$ cat src/rtl/click_conditioner_pkg.sv
// Shared FSM encodings and held-count helpers for click_conditioner.
package click_conditioner_pkg;

    localparam logic [1:0] IDLE        = 2'd0;
    localparam logic [1:0] DEB_PRESS   = 2'd1;
    localparam logic [1:0] HELD        = 2'd2;
    localparam logic [1:0] DEB_RELEASE = 2'd3;

    localparam int unsigned HELD_W = 4;
    localparam logic [HELD_W-1:0] HELD_MAX = '1;

    function automatic logic [HELD_W-1:0] held_sat_inc(input logic [HELD_W-1:0] v);
        return (v == HELD_MAX) ? v : v + 1'b1;
    endfunction

endpackage

$ cat src/rtl/click_conditioner_sync_2ff.sv
// Two-flop synchronizer with asynchronous reset to a configurable value.
module sync_2ff #(
    parameter int unsigned       WIDTH   = 1,
    parameter logic [WIDTH-1:0]  RST_VAL = '0
) (
    input  logic             clk,
    input  logic             rst,
    input  logic [WIDTH-1:0] d,
    output logic [WIDTH-1:0] q
);

    logic [WIDTH-1:0] meta;

    always_ff @(posedge clk or posedge rst) begin
        if (rst) begin
            meta <= RST_VAL;
            q    <= RST_VAL;
        end else begin
            meta <= d;
            q    <= meta;
        end
    end

endmodule

$ cat src/rtl/click_conditioner.sv
// Debounces a raw push-button into a one-cycle click pulse plus debounced level.
// Optional auto-repeat while held is compiled in with CLICK_AUTOREPEAT_EN.
module click_conditioner
    import click_conditioner_pkg::*;
#(
    parameter int unsigned DEBOUNCE_CYCLES = 4,
    parameter int unsigned CNT_W           = 8,
    parameter int unsigned REPEAT_DELAY    = 32,
    parameter int unsigned REPEAT_PERIOD   = 8
) (
    input  logic              clk,
    input  logic              rst,
    input  logic              btn_raw,
    input  logic              enable,
    output logic              click,
    output logic              pressed,
    output logic [HELD_W-1:0] held_n
);

    if (DEBOUNCE_CYCLES < 1 || (1 << CNT_W) <= DEBOUNCE_CYCLES ||
        (1 << CNT_W) <= REPEAT_DELAY || REPEAT_PERIOD < 1 ||
        REPEAT_PERIOD > REPEAT_DELAY) begin : g_bad_cfg
        $error("click_conditioner: illegal parameter combination");
    end

    localparam logic [CNT_W-1:0] DEB_LAST = CNT_W'(DEBOUNCE_CYCLES - 1);

    logic btn_s;
    logic rst_hold;

    sync_2ff #(.WIDTH(1), .RST_VAL(1'b0)) u_btn_sync (
        .clk (clk),
        .rst (rst),
        .d   (btn_raw),
        .q   (btn_s)
    );

    // Held high for two edges after rst falls, so state leaves reset synchronously.
    sync_2ff #(.WIDTH(1), .RST_VAL(1'b1)) u_rst_sync (
        .clk (clk),
        .rst (rst),
        .d   (1'b0),
        .q   (rst_hold)
    );

    logic [1:0]        state, state_n;
    logic [CNT_W-1:0]  cnt, cnt_n;
    logic              click_n, pressed_n;
    logic [HELD_W-1:0] held_n_n;
    logic              do_accept, do_release;

`ifdef CLICK_AUTOREPEAT_EN
    localparam logic [CNT_W-1:0] REP_LAST   = CNT_W'(REPEAT_DELAY - 1);
    localparam logic [CNT_W-1:0] REP_RELOAD = CNT_W'(REPEAT_DELAY - REPEAT_PERIOD);

    logic             armed, armed_n;
    logic [CNT_W-1:0] rep_cnt, rep_cnt_n;

    always_ff @(posedge clk or posedge rst) begin
        if (rst) begin
            armed   <= 1'b0;
            rep_cnt <= '0;
        end else begin
            armed   <= armed_n;
            rep_cnt <= rep_cnt_n;
        end
    end
`endif

    // With DEBOUNCE_CYCLES==1 the first differing sample is already the last one.
    always_comb begin
        do_accept  = 1'b0;
        do_release = 1'b0;
        case (state)
            IDLE:        do_accept  = btn_s && (DEBOUNCE_CYCLES == 1);
            DEB_PRESS:   do_accept  = btn_s && (cnt == DEB_LAST);
            HELD:        do_release = !btn_s && (DEBOUNCE_CYCLES == 1);
            DEB_RELEASE: do_release = !btn_s && (cnt == DEB_LAST);
        endcase
    end

    always_comb begin
        state_n   = state;
        cnt_n     = cnt;
        click_n   = 1'b0;
        pressed_n = pressed;
        held_n_n  = held_n;
`ifdef CLICK_AUTOREPEAT_EN
        armed_n   = armed;
        rep_cnt_n = rep_cnt;
`endif

        case (state)
            IDLE: if (btn_s) begin
                state_n = DEB_PRESS;
                cnt_n   = CNT_W'(1);
            end
            DEB_PRESS: if (!btn_s) begin
                state_n = IDLE;
                cnt_n   = '0;
            end else begin
                cnt_n = cnt + 1'b1;
            end
            HELD: if (!btn_s) begin
                state_n = DEB_RELEASE;
                cnt_n   = CNT_W'(1);
            end
            DEB_RELEASE: if (btn_s) begin
                state_n = HELD;
                cnt_n   = '0;
            end else begin
                cnt_n = cnt + 1'b1;
            end
        endcase

`ifdef CLICK_AUTOREPEAT_EN
        // Repeat counter only advances on stable HELD cycles; DEB_RELEASE leaves it frozen.
        if (state == HELD && btn_s && armed) begin
            if (rep_cnt == REP_LAST) begin
                rep_cnt_n = REP_RELOAD;
                click_n   = enable;
                if (enable)
                    held_n_n = held_sat_inc(held_n);
            end else begin
                rep_cnt_n = rep_cnt + 1'b1;
            end
        end
`endif

        if (do_accept) begin
            state_n   = HELD;
            cnt_n     = '0;
            pressed_n = 1'b1;
            click_n   = enable;
            held_n_n  = HELD_W'(enable);
`ifdef CLICK_AUTOREPEAT_EN
            armed_n   = enable;
            rep_cnt_n = '0;
`endif
        end

        if (do_release) begin
            state_n   = IDLE;
            cnt_n     = '0;
            pressed_n = 1'b0;
            held_n_n  = '0;
`ifdef CLICK_AUTOREPEAT_EN
            armed_n   = 1'b0;
            rep_cnt_n = '0;
`endif
        end

        if (rst_hold) begin
            state_n   = IDLE;
            cnt_n     = '0;
            click_n   = 1'b0;
            pressed_n = 1'b0;
            held_n_n  = '0;
`ifdef CLICK_AUTOREPEAT_EN
            armed_n   = 1'b0;
            rep_cnt_n = '0;
`endif
        end
    end

    always_ff @(posedge clk or posedge rst) begin
        if (rst) begin
            state   <= IDLE;
            cnt     <= '0;
            click   <= 1'b0;
            pressed <= 1'b0;
            held_n  <= '0;
        end else begin
            state   <= state_n;
            cnt     <= cnt_n;
            click   <= click_n;
            pressed <= pressed_n;
            held_n  <= held_n_n;
        end
    end

endmodule

$ cat config.mk
export PLATFORM = sky130hd
export DESIGN_NAME = click_conditioner
export DESIGN_NICKNAME = d
export VERILOG_FILES = /design/src/rtl/click_conditioner_pkg.sv /design/src/rtl/click_conditioner_sync_2ff.sv /design/src/rtl/click_conditioner.sv
export SDC_FILE = /design/constraint.sdc
export NUM_CORES = 1
export LEC_CHECK = 0
export ABC_AREA = 1
export CAP_MARGIN = 20
export CELL_PAD_IN_SITES_DETAIL_PLACEMENT = 1
export CELL_PAD_IN_SITES_GLOBAL_PLACEMENT = 2
export CORE_UTILIZATION = 34
export CTS_CLUSTER_DIAMETER = 60
export DETAILED_ROUTE_END_ITERATION = 7
export PLACE_DENSITY = 0.86
export SLEW_MARGIN = 5
export SYNTH_ARGS = -nofsm -noshare
export SYNTH_HDL_FRONTEND = slang
export SYNTH_HIERARCHICAL = 1
export SYNTH_SLANG_ARGS = --single-unit
$ cat constraint.sdc
create_clock -name clk -period 2.72 [get_ports clk]
set_clock_uncertainty 0.1 [all_clocks]
set_input_delay 0.68 -clock clk [delete_from_list [all_inputs] [get_ports clk]]
set_output_delay 0.68 -clock clk [all_outputs]
set_load 0.02 [all_outputs]
* Word level (Yosys, flattened, before mapping) *
Cells that the tools add are included.

word-level totals
  register bits after elaboration = 20
  output and inout port bits = 6
  logic and storage cells = 51
  input port bits = 4

cells by class
  reductions and logical operators = 7
  multiplexer cells = 26
  equal/unequal tests = 8
  $add $sub $neg = 1

operator list
  cell                                                    number
  2-to-1 mux 8 bit                                        7
  one-hot mux 8 bit (4 select lines)                      1
  2-to-1 mux 2 bit                                        7
  2-to-1 mux 4 bit                                        3
  inequality test 5 x 3 -> 1 bit (second input constant)  2
  inequality test 5 x 4 -> 1 bit (second input constant)  2
  adder 8 x 1 -> 8 bit (second input constant)            1
  == test 8 x 2 -> 1 bit (second input constant)          1
  one-hot mux 2 bit (4 select lines)                      1
  2-to-1 mux 1 bit                                        7
  == test 2 bit (second input constant)                   2
  AND reduction 4 bit                                     1
  nonzero test 3 bit                                      1
  == test 2 x 1 -> 1 bit (second input constant)          1
  logical AND 1 bit                                       2
  zero test 2 bit                                         1
  AND reduction 2 bit                                     1
  zero test 1 bit                                         1

* Depth between registers and ports, before layout *
  depth after elaboration = 6
  mapped depth = 9
  gate-level depth less buffers = 9

* Modules after synthesis *
The synthesis kept the hierarchy.

modules (own cells, without submodules)
  module                  cells an instance  seq. area each (µm²)  instances  area each (µm²)
  click_conditioner       116                325.3                 1          852.1
  sync_2ff at u_rst_sync  3                  52.6                  1          56.3
  sync_2ff at u_btn_sync  3                  50.0                  1          53.8

* Least setup slack after synthesis *
Ideal clock, no wire load.

  path type = register -> register
  from = register cnt[0]
  to = register cnt[5]
  buffers on the path = 0
  data arrival time = 1.140 ns
  setup time = 0.116 ns
  cell stages (with the launch flop) = 9
  clock period less this slack = 1.356 ns
  path slack = 1.364 ns
  data required time = 2.504 ns
  path through = dfrtp_1 -> ha_1 -> nand2_1 -> nor2_1 -> nand2_1 -> nand3_2 -> nand2_4 -> nand2_1 -> nor2_1

between the ends
  cells in the longest elaborated chain, start to end = 6

RTL lines
  element                                                                 RTL line                                          source
  from (decl)                                                             click_conditioner.sv:47                           logic [CNT_W-1:0] cnt, cnt_n;
  from (signal assigned)                                                  click_conditioner.sv:175                          cnt <= cnt_n;
  adder 8 x 1 -> 8 bit or == test 8 x 2 -> 1 bit (tied branches)          --
  2-to-1 mux 8 bit (tied with other cells)                                click_conditioner.sv:108                          DEB_RELEASE: if (btn_s) begin
  one-hot mux 8 bit (4 select lines) or 2-to-1 mux 1 bit (tied branches)  click_conditioner.sv:93, click_conditioner.sv:74
  2-to-1 mux 8 bit                                                        click_conditioner.sv:130                          if (do_accept) begin
  2-to-1 mux 8 bit                                                        click_conditioner.sv:142                          if (do_release) begin
  2-to-1 mux 8 bit                                                        click_conditioner.sv:153                          if (rst_hold) begin

Several ways; a longest one is shown, not always the timed one.
A chain may end at the register's enable or synchronous reset.

* Worst setup path after layout *
  from = register held_n[0]
  to = output held_n[0]

RTL lines
  element                 RTL line                  source
  from (decl)             click_conditioner.sv:17   output logic [HELD_W-1:0] held_n
  from (signal assigned)  click_conditioner.sv:178  held_n <= held_n_n;

No word-level cell between the ends.

==> impl_metrics.py <==
metrics = {
    "setup_path": {
        "worstPathCellList": "clkdlybuf4s50_1",
        "critPathKind": "reg -> out",
        "worst_path_largest_cell_delay_ns": 0.60,
        "critPathLaunchType": "flop",
        "critical_path.max_fanout": 2,
        "crit_family": "buffers and inverters",
        "cp_data_arrival_time_ns": 1.26,
        "cp_slowest_cell": "sky130_fd_sc_hd__clkdlybuf4s50_1",
        "crit_path_end_kind": "output port",
        "worst-path-buf-inv": 1,
        "critPathRequiredTime_ns": 1.94,
    },
    "detailed_routing": {
        "viasPerCell": 4.49,
        "post_drt_wl_per_cell_um": 12.3,
        "drt_pass1_iterations": 4,
        "dr.first_iter.drc_count": 5,
        "drt_drc_violations_left": 0,
        "wirelength_um": 1990,
        "dr_total_vias": 727,
        "route.antenna.remaining_nets": 0,
    },
    "placement": {
        "placedInstanceArea_um2": 1050,
        "dpl_wire_length_um": 1630,
        "gp_congestion": 0.763,
        "dp_worst_setup_slack_ns": 1.01,
        "port-buffer-count": 6,
    },
    "finish": {
        "areaGrowthSynthToFinish_pct": 12.1,
        "num_antenna_cells": 0,
        "fin_nets": 138,
        "final_layout_size_suffix_gt1_frac": 0.144,
        "most_frequent_standard_cell_in_the_layout_excluding_fill_and_tap_cells": "sky130_fd_sc_hd__nand2_1",
        "num-fill-cells": 332,
        "stdcell_area_um2": 1080,
        "final_cell_mix": "30 x sky130_fd_sc_hd__nand2_1, 21 x sky130_fd_sc_hd__nor2_1, 18 x sky130_fd_sc_hd__inv_1",
    },
    "timing": {
        "final_period_minus_worst_setup_slack_ns": 2.04,
        "timing.final.ws_setup_ns": 0.679,
        "hold_slack_ns": 0.266,
        "drv_slew": 0,
        "tightestPinTransition_ns": 0.515,
        "timing.slew.headroom": 0.656,
        "fin_tns_setup_ns": 0,
        "fin_crit_sh": 0.750,
        "rsz0062_at_grt": "false",
        "final_setup_violation_count": 0,
        "hold_violations": 0,
        "max_freq_mhz": 490,
    },
    "global_route": {
        "maximum_number_of_pins_on_one_net_before_global_route_repair": 14,
        "grt_util_all_layers": 0.165,
        "antenna_found_initial": 0,
        "globalRouteOverflowTotal": 0,
        "grt_first_pass_wirelength_um": 3430,
        "first_global_vias": 800,
    },
    "pwr": {
        "power.static_leakage_nw": 0.534,
        "worst_ir_drop_vdd_uv": 228,
        "power-per-cell-area_nw_per_um2": 426,
    },
    "floorplanning": {
        "dieArea_um2": 3050,
        "die_h_um": 55.2,
        "initial_core_util": 0.375,
        "ios": 10,
        "die_w_um": 55.2,
        "core_area_um2": 2570,
        "rows": 18,
    },
    "synth": {
        "netlist_instances": 122,
        "synth_edf_count": 0,
        "number_of_unique_standard_cell_types_used_by_synthesis": 21,
        "yosys_register_bits": 17,
        "sequential_to_total_area_share_from_yosys_stat": 0.445,
        "synth_area_um2": 962,
        "yosysWarnings": 6,
        "syn_area_per_cell_um2": 7.89,
        "ys_dominant_reg_cell": "sky130_fd_sc_hd__dfrtp_1",
        "synth_async_sr_flop_share": 1.00,
    },
    "hold_path": {
        "min_path_type": "reg -> reg",
    },
    "clocking": {
        "tritoncts_num_sinks": 17,
        "clock_tree_from_tritoncts": "built",
        "worstSkewPairLatency_ns": 0.29,
        "path_clk_slew_ns": 0.11,
        "cts.root.buffer_cell": "sky130_fd_sc_hd__clkbuf_4",
        "post_cts.repair.setup_buffers": 0,
        "clock_tree.buffer_depth": 2,
        "ctsHtreeMaxLevel": 1,
        "cts_inserted_buffers": 3,
        "cts.repair.resized": 0,
        "cts-hold-fix-buffers": 0,
    },
    "run_status": {
        "outcome": "finished clean",
    },
    "run": {
        "cap_violations": 0,
    },
}
## per-layer routing
metal	wire, um	track usage	vias up
li1	-	-	389
met1	1060	0.232	329
met2	865	0.249	5
met3	22	0.0164	4
met4	38	0.0875	0
met5	0	0	-
## final timing paths
path                       cells after the start                         to                       from  slack (ns)
max                                            1                  held_n[0]      held_n[0]$_DFFE_PP0P_        0.68
min                                            0     u_btn_sync/q$_DFF_PP0_  u_btn_sync/meta$_DFF_PP0_        0.27
max reg2reg                                    8         cnt[5]$_DFFE_PP0P_         cnt[0]$_DFFE_PP0P_        1.13
min reg2reg                                    0     u_btn_sync/q$_DFF_PP0_  u_btn_sync/meta$_DFF_PP0_        0.27
max in group asynchronous                      2         cnt[5]$_DFFE_PP0P_                        rst        1.51
min in group asynchronous                      2  u_btn_sync/meta$_DFF_PP0_                        rst        0.48
## where the power goes
part / internal [mW] / switching (mW)
Combinational: 0.0163 / 0.0353
Clock: 0.0560 / 0.0842
Sequential: 0.261 / 0.00675
## sequential cells by signal (all words and copies together), names as in the netlist
name / cells
u_btn_sync/meta: 1
held_n: 1
state: 2
u_rst_sync/meta: 1
u_rst_sync/q: 1
pressed: 1
click: 1
cnt: 8
u_btn_sync/q: 1
## synth_stat cells (3+ instances only)
| cell type | n | area, um2 |
|---|---|---|
| sky130_fd_sc_hd__nand4_1 | 5 | 31.3 |
| sky130_fd_sc_hd__a21oi_1 | 3 | 15.0 |
| sky130_fd_sc_hd__nand2_1 | 30 | 113 |
| sky130_fd_sc_hd__nand3_1 | 5 | 25.0 |
| sky130_fd_sc_hd__dfrtp_1 | 15 | 375 |
| sky130_fd_sc_hd__nor2_1 | 21 | 78.8 |
| sky130_fd_sc_hd__inv_2 | 3 | 11.3 |
| sky130_fd_sc_hd__inv_1 | 18 | 67.6 |
| sky130_fd_sc_hd__buf_4 | 3 | 22.5 |
| sky130_fd_sc_hd__o21ai_0 | 4 | 20.0 |
## cell families (layout without fill, tap and decap cells)
group           after synthesis  after routing  synth area share
other cells                   1              4           0.00390
simple gates                 70             70             0.385
fa+ha+maj                     1              1            0.0130
buf+inv                      26             33             0.117
flops                        17             17             0.445
compound gates                7              7            0.0364
## layout make-up
class	count	area, um2	share of cell area
inverter	23	90.1	0.0835
clock inverter	1	7.51	0.00696
sequential	17	428	0.397
tap	30	37.5	0.0348
timing repair buffer	6	60.1	0.0557
clock buffer	3	22.5	0.0209
multi-input combinational	82	433	0.401
## metrics by stage
stage                util  cells  total power, mW
floorplan               -    125            0.313
global placement    0.408    158            0.323
detailed placement  0.408    158            0.325
CTS                 0.420    162            0.468
global route        0.420    162            0.485
finish              0.420    162            0.459
Power figures use the tool's default switching activity.
